[src/rtl/player_motion_pkg.sv]
`default_nettype none
// +----------------------------------------------------------------------+
// | player_motion_pkg                                                    |
// | Air-state encoding, default tuning constants and sign-extend helper. |
// | Revision: 1.0                                                        |
// +----------------------------------------------------------------------+
package player_motion_pkg;

  typedef enum logic [1:0] {
    AIR_GROUNDED = 2'd0,
    AIR_RISING   = 2'd1,
    AIR_FALLING  = 2'd2
  } air_state_t;

  localparam int DEF_X_W          = 10;
  localparam int DEF_Y_W          = 10;
  localparam int DEF_V_W          = 8;
  localparam int DEF_SCREEN_W     = 640;
  localparam int DEF_PLAYER_W     = 16;
  localparam int DEF_PLAYER_H     = 16;
  localparam int DEF_H_SPEED      = 3;
  localparam int DEF_GRAVITY      = 1;
  localparam int DEF_JUMP_VEL     = -11;
  localparam int DEF_JUMP_CUT_VEL = -4;
  localparam int DEF_MAX_FALL_VEL = 8;
  localparam int DEF_COYOTE_TICKS = 4;
  localparam int DEF_JUMP_BUF     = 4;
  localparam int DEF_START_X      = 20;
  localparam int DEF_START_Y      = 344;

  // Sign-extends the low w bits of v to 32 bits; callers truncate to Y_W.
  function automatic logic [31:0] sext(input logic [31:0] v, input int unsigned w);
    logic [31:0] m;
    m = 32'hFFFF_FFFF << w;
    return v[5'(w - 1)] ? (v | m) : (v & ~m);
  endfunction

endpackage
`default_nettype wire

[src/rtl/player_motion_core_countdown.sv]
`default_nettype none
// +----------------------------------------------------------------------+
// | tick_countdown                                                       |
// | Loadable down-counter that saturates at zero; load wins over dec.    |
// | Revision: 1.0                                                        |
// +----------------------------------------------------------------------+
module tick_countdown #(
  parameter int W = 3
) (
  input  logic         clk,
  input  logic         rst,
  input  logic         load_i,
  input  logic [W-1:0] load_val_i,
  input  logic         dec_i,
  output logic         zero_o
);

  logic [W-1:0] cnt_q;

  always_ff @(posedge clk or posedge rst) begin
    if (rst) begin
      cnt_q <= '0;
    end else if (load_i) begin
      cnt_q <= load_val_i;
    end else if (dec_i && (cnt_q != '0)) begin
      cnt_q <= cnt_q - W'(1);
    end
  end

  assign zero_o = (cnt_q == '0);

endmodule
`default_nettype wire

[src/rtl/player_motion_core.sv]
`default_nettype none
// +----------------------------------------------------------------------+
// | player_motion_core                                                   |
// | Per-tick player physics: walk, jump, gravity, coyote/buffer, clamps. |
// | Revision: 1.0                                                        |
// +----------------------------------------------------------------------+
module player_motion_core
  import player_motion_pkg::*;
#(
  parameter int X_W            = DEF_X_W,
  parameter int Y_W            = DEF_Y_W,
  parameter int V_W            = DEF_V_W,
  parameter int SCREEN_W       = DEF_SCREEN_W,
  parameter int PLAYER_W       = DEF_PLAYER_W,
  parameter int PLAYER_H       = DEF_PLAYER_H,
  parameter int H_SPEED        = DEF_H_SPEED,
  parameter int GRAVITY        = DEF_GRAVITY,
  parameter int JUMP_VEL       = DEF_JUMP_VEL,
  parameter int JUMP_CUT_VEL   = DEF_JUMP_CUT_VEL,
  parameter int MAX_FALL_VEL   = DEF_MAX_FALL_VEL,
  parameter int COYOTE_TICKS   = DEF_COYOTE_TICKS,
  parameter int JUMP_BUF_TICKS = DEF_JUMP_BUF,
  parameter int START_X        = DEF_START_X,
  parameter int START_Y        = DEF_START_Y
) (
  input  logic           clk,
  input  logic           rst,
  input  logic           game_tick,
  input  logic           move_left,
  input  logic           move_right,
  input  logic           jump,
  input  logic           on_ground,
  input  logic [Y_W-1:0] support_y,
  input  logic           hit_ceiling,
  input  logic           hit_left_wall,
  input  logic           hit_right_wall,
  input  logic           freeze,
  input  logic           respawn,
  output logic [X_W-1:0] player_x,
  output logic [Y_W-1:0] player_y,
  output logic [V_W-1:0] vy,
  output logic [1:0]     air_state,
  output logic           jump_landed_pulse
);

  localparam int CW_COY = (COYOTE_TICKS > 1) ? $clog2(COYOTE_TICKS + 1) : 1;
  localparam int CW_BUF = (JUMP_BUF_TICKS > 1) ? $clog2(JUMP_BUF_TICKS + 1) : 1;

  localparam logic [X_W-1:0]        C_XMAX    = X_W'(SCREEN_W - PLAYER_W);
  localparam logic [X_W-1:0]        C_HSPD    = X_W'(H_SPEED);
  localparam logic [X_W-1:0]        C_START_X = X_W'(START_X);
  localparam logic [Y_W-1:0]        C_START_Y = Y_W'(START_Y);
  localparam logic [Y_W-1:0]        C_PH      = Y_W'(PLAYER_H);
  localparam logic [Y_W-1:0]        C_DY_JUMP = Y_W'(JUMP_VEL);
  localparam logic [V_W-1:0]        C_JUMP_V  = V_W'(JUMP_VEL);
  localparam logic signed [V_W:0]   C_CUT     = (V_W+1)'(JUMP_CUT_VEL);
  localparam logic signed [V_W:0]   C_GRAV    = (V_W+1)'(GRAVITY);
  localparam logic signed [V_W:0]   C_MAXF    = (V_W+1)'(MAX_FALL_VEL);

  logic [X_W-1:0] x_q, x_d;
  logic [Y_W-1:0] y_q, y_d;
  logic [V_W-1:0] vy_q, vy_d;
  air_state_t     state_q, state_d;
  logic           jump_prev_q, jump_prev_d;
  logic           pulse_q, pulse_d;

  logic w_tick, w_press, w_launch, w_landing;
  logic w_coy_zero, w_buf_zero;
  logic w_coy_load, w_buf_load;
  logic [CW_COY-1:0] w_coy_val;
  logic [CW_BUF-1:0] w_buf_val;

  logic signed [V_W:0] w_vy_ext, w_vy_cut, w_vy_grav, w_vy_next;
  logic [Y_W-1:0]      w_dy;
  logic [X_W:0]        w_x_sum;
  logic [X_W-1:0]      w_x_left, w_x_right;

  assign w_tick    = game_tick & ~freeze;
  assign w_press   = jump & ~jump_prev_q;
  assign w_launch  = (w_press | ~w_buf_zero) & (on_ground | ~w_coy_zero)
                   & (state_q != AIR_RISING);
  assign w_landing = on_ground & ~w_launch & ~vy_q[V_W-1];

  // Respawn reuses the load path with a zero value to clear both counters.
  assign w_coy_load = respawn | (w_tick & (w_launch | (state_q == AIR_GROUNDED)));
  assign w_coy_val  = (respawn | w_launch) ? '0 : CW_COY'(COYOTE_TICKS);
  assign w_buf_load = respawn | (w_tick & (w_launch | w_press));
  assign w_buf_val  = (respawn | w_launch) ? '0 : CW_BUF'(JUMP_BUF_TICKS);

  tick_countdown #(.W(CW_COY)) u_coy (
    .clk        (clk),
    .rst        (rst),
    .load_i     (w_coy_load),
    .load_val_i (w_coy_val),
    .dec_i      (w_tick),
    .zero_o     (w_coy_zero)
  );

  tick_countdown #(.W(CW_BUF)) u_buf (
    .clk        (clk),
    .rst        (rst),
    .load_i     (w_buf_load),
    .load_val_i (w_buf_val),
    .dec_i      (w_tick),
    .zero_o     (w_buf_zero)
  );

  // One extra bit keeps the fall clamp correct when vy+GRAVITY overflows V_W.
  always_comb begin
    w_vy_ext = {vy_q[V_W-1], vy_q};
    w_vy_cut = w_vy_ext;
    if ((state_q == AIR_RISING) && !jump && (w_vy_ext < C_CUT)) begin
      w_vy_cut = C_CUT;
    end
    w_vy_grav = w_vy_cut + C_GRAV;
    w_vy_next = (w_vy_grav > C_MAXF) ? C_MAXF : w_vy_grav;
  end

  assign w_dy      = Y_W'(sext(32'(w_vy_next[V_W-1:0]), V_W));
  assign w_x_sum   = {1'b0, x_q} + {1'b0, C_HSPD};
  assign w_x_left  = (x_q < C_HSPD) ? '0 : (x_q - C_HSPD);
  assign w_x_right = (w_x_sum > {1'b0, C_XMAX}) ? C_XMAX : w_x_sum[X_W-1:0];

  always_comb begin
    x_d         = x_q;
    y_d         = y_q;
    vy_d        = vy_q;
    state_d     = state_q;
    jump_prev_d = jump_prev_q;
    pulse_d     = 1'b0;
    if (respawn) begin
      x_d         = C_START_X;
      y_d         = C_START_Y;
      vy_d        = '0;
      state_d     = AIR_GROUNDED;
      jump_prev_d = 1'b0;
    end else if (w_tick) begin
      jump_prev_d = jump;
      if (move_left && !move_right && !hit_left_wall) begin
        x_d = w_x_left;
      end else if (move_right && !move_left && !hit_right_wall) begin
        x_d = w_x_right;
      end
      if (w_launch) begin
        vy_d    = C_JUMP_V;
        y_d     = y_q + C_DY_JUMP;
        state_d = AIR_RISING;
      end else if (w_landing) begin
        y_d     = support_y - C_PH;
        vy_d    = '0;
        state_d = AIR_GROUNDED;
        pulse_d = (state_q != AIR_GROUNDED);
      end else if (hit_ceiling && w_vy_next[V_W]) begin
        vy_d    = '0;
        state_d = AIR_FALLING;
      end else begin
        vy_d    = w_vy_next[V_W-1:0];
        y_d     = y_q + w_dy;
        state_d = ((state_q == AIR_RISING) && w_vy_next[V_W]) ? AIR_RISING : AIR_FALLING;
      end
    end
  end

  always_ff @(posedge clk or posedge rst) begin
    if (rst) begin
      x_q         <= C_START_X;
      y_q         <= C_START_Y;
      vy_q        <= '0;
      state_q     <= AIR_GROUNDED;
      jump_prev_q <= 1'b0;
      pulse_q     <= 1'b0;
    end else begin
      x_q         <= x_d;
      y_q         <= y_d;
      vy_q        <= vy_d;
      state_q     <= state_d;
      jump_prev_q <= jump_prev_d;
      pulse_q     <= pulse_d;
    end
  end

  assign player_x          = x_q;
  assign player_y          = y_q;
  assign vy                = vy_q;
  assign air_state         = state_q;
  assign jump_landed_pulse = pulse_q;

endmodule
`default_nettype wire

[config.mk]
export PLATFORM = sky130hd
export DESIGN_NAME = player_motion_core
export DESIGN_NICKNAME = d
export VERILOG_FILES = /design/src/rtl/player_motion_pkg.sv /design/src/rtl/player_motion_core_countdown.sv /design/src/rtl/player_motion_core.sv
export SDC_FILE = /design/constraint.sdc
export NUM_CORES = 1
export LEC_CHECK = 0
export CAP_MARGIN = 0
export CORE_MARGIN = 5
export CORE_UTILIZATION = 60
export CTS_CLUSTER_SIZE = 30
export DETAILED_ROUTE_END_ITERATION = 10
export PLACE_DENSITY = 0.87
export SLEW_MARGIN = 0
export SYNTH_ARGS = -nofsm -noshare
export SYNTH_HDL_FRONTEND = slang
export SYNTH_SLANG_ARGS = --single-unit
[constraint.sdc]
create_clock -name clk -period 12.9 [get_ports clk]
set_input_delay 1.29 -clock clk [delete_from_list [all_inputs] [get_ports clk]]
set_output_delay 1.29 -clock clk [all_outputs]
set_load 0.03 [all_outputs]
==> impl_metrics.ini <==
[setup_path]
crit_path_end_kind = flip-flop
slowest_delay_ns = 0.49
crit_family = simple AND/OR/NAND/NOR gates
critical_path_buf_inv_count = 1
crit_chain = clkdlybuf4s50_1, and4bb_4, o21ai_2, and2_2, ha_1, or3b_1, nor4_1, nor3b_2, o41ai_4, and2_2, ha_1, a21oi_1, a21boi_0, a311o_1, or4b_1, o311a_1, a311oi_1, a21o_1
critPathRequiredTime_ns = 13.14
critPathMaxFanout = 7
worst_setup_path_start_kind = input port
path_class = in2reg
critPathArrivalTime_ns = 6.27
slowest_stage = or4b_1

[yosys]
synth_nets = 510
yosysWarnings = 0
ys_top_cells_by_area = dfrtp_1 22%, ha_1 6.7%, nor2_1 6.1%
yosysTopAreaCellShare_pct = 22.5
ys_seq_area_share_pct = 26.9
synthCells = 468
synth-edff-count = 0
syn_area_um2 = 3560
synth_top_cell_by_area = dfrtp_1
synth.distinct_cells = 69
avgSynthCellArea_um2 = 7.61
ys.flop_type = dfrtp_1
async_reset_ff_share_pct = 100
ys_ff_latch = 38

[global_route]
grt_max_degree = 39
track_usage_pct = 28.3
grt_overflow = 0
antenna_found_initial = 0
grt_pass1_vias = 3557
grt_pass1_wl_mm = 17.1

[routing]
wl_per_cell_um = 17.8
drt_iter0_drc = 324
first_pass_iters = 5
vias = 3772
wl_mm = 10.3
drc = 0
drt-vias-per-instance = 6.48
ant_nets = 0

[cts]
cts_sinks = 38
clock_latency_ns = 0.30
h-tree-depth = 2
cts_root_buf = clkbuf_8
cts_buffers = 5
post-cts-setup-buffer-count = 0
cts.clk_slew.worst_paths_ns = 0.08
cts_resized = 0
clk_path_buf_depth = 2
ctsHoldBuffers = 0
cts_tree = done

[job]
cap_violations = 0

[power_and_ir_drop]
p_sw_uw = 137
worst_ir_drop_vdd_mv = 0.0557
swShare_pct = 38.0
combPwrFrac_pct = 36.8
clock_power_share_pct = 24.6
leakage_nw = 1.65
p_int_uw = 223
power_density_nw_per_um2 = 86.0
p_seq_share_pct = 38.6
power_uw = 360

[layout]
seq_area_um2 = 958
stdcell_area_um2 = 4190
area_growth_pct = 17.5
final_common_cell = nor2_1
multi_input_area_um2 = 2430
drive_gt1_share_pct = 6.71
layout.nets = 548
num_antenna_cells = 0
fill_cells = 503
most-common-layout-cells = 58 x nor2_1, 52 x clkdlybuf4s50_1, 49 x nand2_1
final_cells = 582

[placement]
hpwlAfterDp_mm = 7.72
io_buffers = 52
place_area_um2 = 4090
post-place-ws_ns = 6.59
placedCellCount = 574
gp_congestion = 0.860

[timing]
finalHoldViolCount = 0
max_slew_margin_pct = 28.8
final.setup_skew_ns = 0.00919
rsz0062_at_grt = false
setup-tns-final_ns = 0
drv_slew = 0
period_share_pct = 46.8
finalWorstSetupSlack_ns = 6.86
min_period_ns = 6.04
setup_viol = 0
fmax_mhz = 166
worst_pin_slew_ns = 1.06

[floorplan]
dieArea_um2 = 7580
row_count = 28
die_h_um = 87.0
start_util_pct = 60.9
core_area_um2 = 5850
num_io_pins = 53
die_w_um = 87.0

[outcome]
status = finished clean

[hold_path]
hp-class = reg2reg
final cells by class:
class	instances	area share (%)
multi-input cells	388	58.1
flip-flops and latches	38	22.9
repair buffers	55	13.0
well taps	75	2.24
clock buffers	7	2.06
inverters	18	1.61
clock inverters	1	0.120
tightest hold or removal path, cell delays in order (launching register included):
cell	delay, ns
dfrtp_1	0.36
a21oi_1	0.06
nor2_1	0.07
flip-flops by register name (all words and copies together) (netlist names):
name / count
player_y: 10
u_buf.cnt_q: 3
player_x: 10
jump_landed_pulse: 1
jump_prev_q: 1
vy: 8
u_coy.cnt_q: 3
air_state: 2
per-layer routing:
metal | part of all wire (%) | track usage [%]
met1 | 43 | 37.0
met2 | 49 | 47.1
met3 | 6.3 | 4.54
met4 | 1.9 | 10.2
met5 | 0 | 0
metrics by stage:
stage,hold slack (ns),util [%]
finish,0.534,71.5
global route,0.587,71.5
detailed placement,0.519,70.0
floorplan,0.480,-
global placement,0.510,70.0
CTS,0.537,71.5
synthesized netlist by cell type, types with 4 or more instances:
library cell	instances
mux2i_1	4
or2_2	6
ha_1	19
nor2b_1	7
o211ai_1	4
nor2_1	58
nand2_1	49
inv_1	18
nor4_1	8
and3_1	5
xnor2_1	9
dfstp_2	6
a31oi_1	5
xor2_1	6
o31ai_1	5
nand2b_1	10
a21o_1	6
clkbuf_1	19
a211oi_1	5
nand4_1	4
a21oi_1	40
nor3_1	22
o21ai_0	33
nand3_1	12
dfrtp_1	32
o22ai_1	8
final timing paths:
kind / start / to / slack (ns) / cells past startpoint
max in group asynchronous: rst / player_y[8] / 11.12 / 3
max reg2reg: vy[7] / player_y[5] / 7.86 / 17
min in group asynchronous: rst / player_x[6] / 1.41 / 3
min: u_buf.cnt_q[1] / u_buf.cnt_q[1] / 0.53 / 2
min reg2reg: u_buf.cnt_q[1] / u_buf.cnt_q[1] / 0.53 / 2
max: jump / player_y[5] / 6.86 / 18
kinds of logic (layout without fill, tap and decap cells):
kind of cell    count (synthesis)  in the layout  synth area share (%)
simple gates                  206            206                  29.3
compound gates                142            142                  26.6
buf+inv                        42             81                  4.81
flops                          38             38                  26.9
fa+ha+maj                      21             21                  7.55
xor+xnor                       15             15                  3.69
mux                             4              4                  1.12
power groups by stage:
stage / Combinational [mW] / Sequential (mW) / Clock, mW
after CTS: 0.131 / 0.139 / 0.0891
after global routing: 0.145 / 0.141 / 0.0947
after detailed placement: 0.131 / 0.141 / 0
final: 0.132 / 0.139 / 0.0885
after global placement: 0.127 / 0.141 / 0
after floorplan: 0.0821 / 0.148 / 0
Power figures use the tool's default switching activity.
==> patch: new RTL, same flow settings <==
`DEF_X_W`: 10 -> 12.
--- a/src/rtl/player_motion_pkg.sv
+++ b/src/rtl/player_motion_pkg.sv
@@ -12,7 +12,7 @@
     AIR_FALLING  = 2'd2
   } air_state_t;
 
-  localparam int DEF_X_W          = 10;
+  localparam int DEF_X_W          = 12;
   localparam int DEF_Y_W          = 10;
   localparam int DEF_V_W          = 8;
   localparam int DEF_SCREEN_W     = 640;
Interface: changed (resized player_x); port bits go from 53 to 55. No check against the original RTL was run, so the function may have changed too.
==> patch against the unedited design <==
- non-clock buffer count rose by 2
- combinational power rose by 23%
- register-to-register slack improved by 0.34 ns
- design area rose by 4.4%
- via count rose by 2.5%
- area after synthesis rose by 4.2%
- power rose by 18%
- worst hold slack got worse by 0.0018 ns
- maximum frequency rose by 8.9%
- clock power rose by 22%
- routed wire length rose by 1.7%
- sequential cell count rose by 2
- synthesized cell count rose by 3.0%
- worst setup slack improved by 0.49 ns
- critical endpoint is now player_y[9]$_DFFE_PP0P_
- largest cell class unchanged
==> patch: results (changes against the unedited design) <==
- Slowest CP cell: clkdlybuf4s50_1 (was or4b_1)
- Complex-gate fraction of the synthesized area: 25.94% (was 26.60%)
- Synth cell count leaders: 55 x nand2_1, 52 x nor2_1, 36 x a21oi_1, 34 x dfrtp_1, 31 x nor3_1 (was 58 x nor2_1, 49 x nand2_1, 40 x a21oi_1, 33 x o21ai_0, 32 x dfrtp_1)
- Synth top area cells: dfrtp_1 23%, ha_1 6.4%, nand2_1 5.6% (was dfrtp_1 22%, ha_1 6.7%, nor2_1 6.1%)
- Distinct cells, synth: 73 (was 69)
- Hold Path Origin: player_y[3]$_DFFE_PP1P_ (was u_buf.cnt_q[1]$_DFFE_PP0P_)
- Outcome: finished clean (unchanged)
- Slew margin rel.: 36.54% (was 28.76%)
- Largest net degree at the start of global routing: 41 (was 39)
- Mux cell area share after synthesis: 0.8094% (was 1.124%)
- Final GP Congestion: 0.9199 (was 0.8603)
- Vias in the first global route: 3875 (was 3557)
- RR Endpoint: player_y[9]$_DFFE_PP0P_ (was player_y[5]$_DFFE_PP0P_)
- Worst Hold End: player_y[3]$_DFFE_PP1P_ (was u_buf.cnt_q[1]$_DFFE_PP0P_)
- Post-Synth Adder-Cell Area: 6.948% (was 7.554%)
- Skew final: 0.008255 ns (was 0.009186 ns)
- Cell Count, Final, Fillers Out: 598 (was 582)
- First-pass GRT wire length: 17.91 mm (was 17.09 mm)
- Max incr delay on CP: 0.46 ns (was 0.49 ns)
- Post-DP HPWL: 7.699 mm (was 7.725 mm)
- I/O Buffers: 54 (was 52)
- Placed cell area: 4259 sq um (was 4094 sq um)
- Setup WS pre-CTS: 7.155 ns (was 6.591 ns)
- Final WL: 10.52 mm (was 10.34 mm)
- Synthesized area per cell: 7.697 sq um (was 7.609 sq um)
- Iter 0 DRT Violations: 267 (was 324)
- Synthesized Nets: 524 (was 510)
- FF-to-FF setup slack: 8.20 ns (was 7.86 ns)
- Arrival @ worst endpoint: 5.74 ns (was 6.27 ns)
- R2R depth: 18 (was 17)
- Dpl cells: 590 (was 574)
-- patch: final cells by class --
type	instances	area, sq um
clock buffers	5	68.82
clock inverters	3	42.54
fillers	481	1585
inverters	23	86.33
multi-input cells	395	2507
flip-flops and latches	40	1008
well taps	75	93.84
repair buffers	57	563.0
-- patch: where the power goes --
part	internal, mW	switching, mW	total [mW]
clock	0.0574	0.0509	0.108
sequential	0.138	0.0168	0.154
combinational	0.0675	0.0946	0.162
total	0.263	0.162	0.425
-- patch: per-layer routing --
metal / vias up / track usage, % / part of all wire [%]
met1: 1841 / 36.70 / 42
met3: 32 / 4.097 / 5.9
met2: 169 / 47.84 / 50
met4: 0 / 12.36 / 2.5
met5: - / 0 / 0
li1: 1825 / - / -
-- patch: worst max-delay path, delay by kind of cell --
kind | cells | cell delay, ns
XOR/XNOR | 1 | 0.15
AO/OA/AOI/OAI | 6 | 1.57
AND/OR/NAND/NOR | 8 | 1.53
adder cells (fa/ha/maj) | 2 | 0.58
buffers and inverters | 2 | 0.61
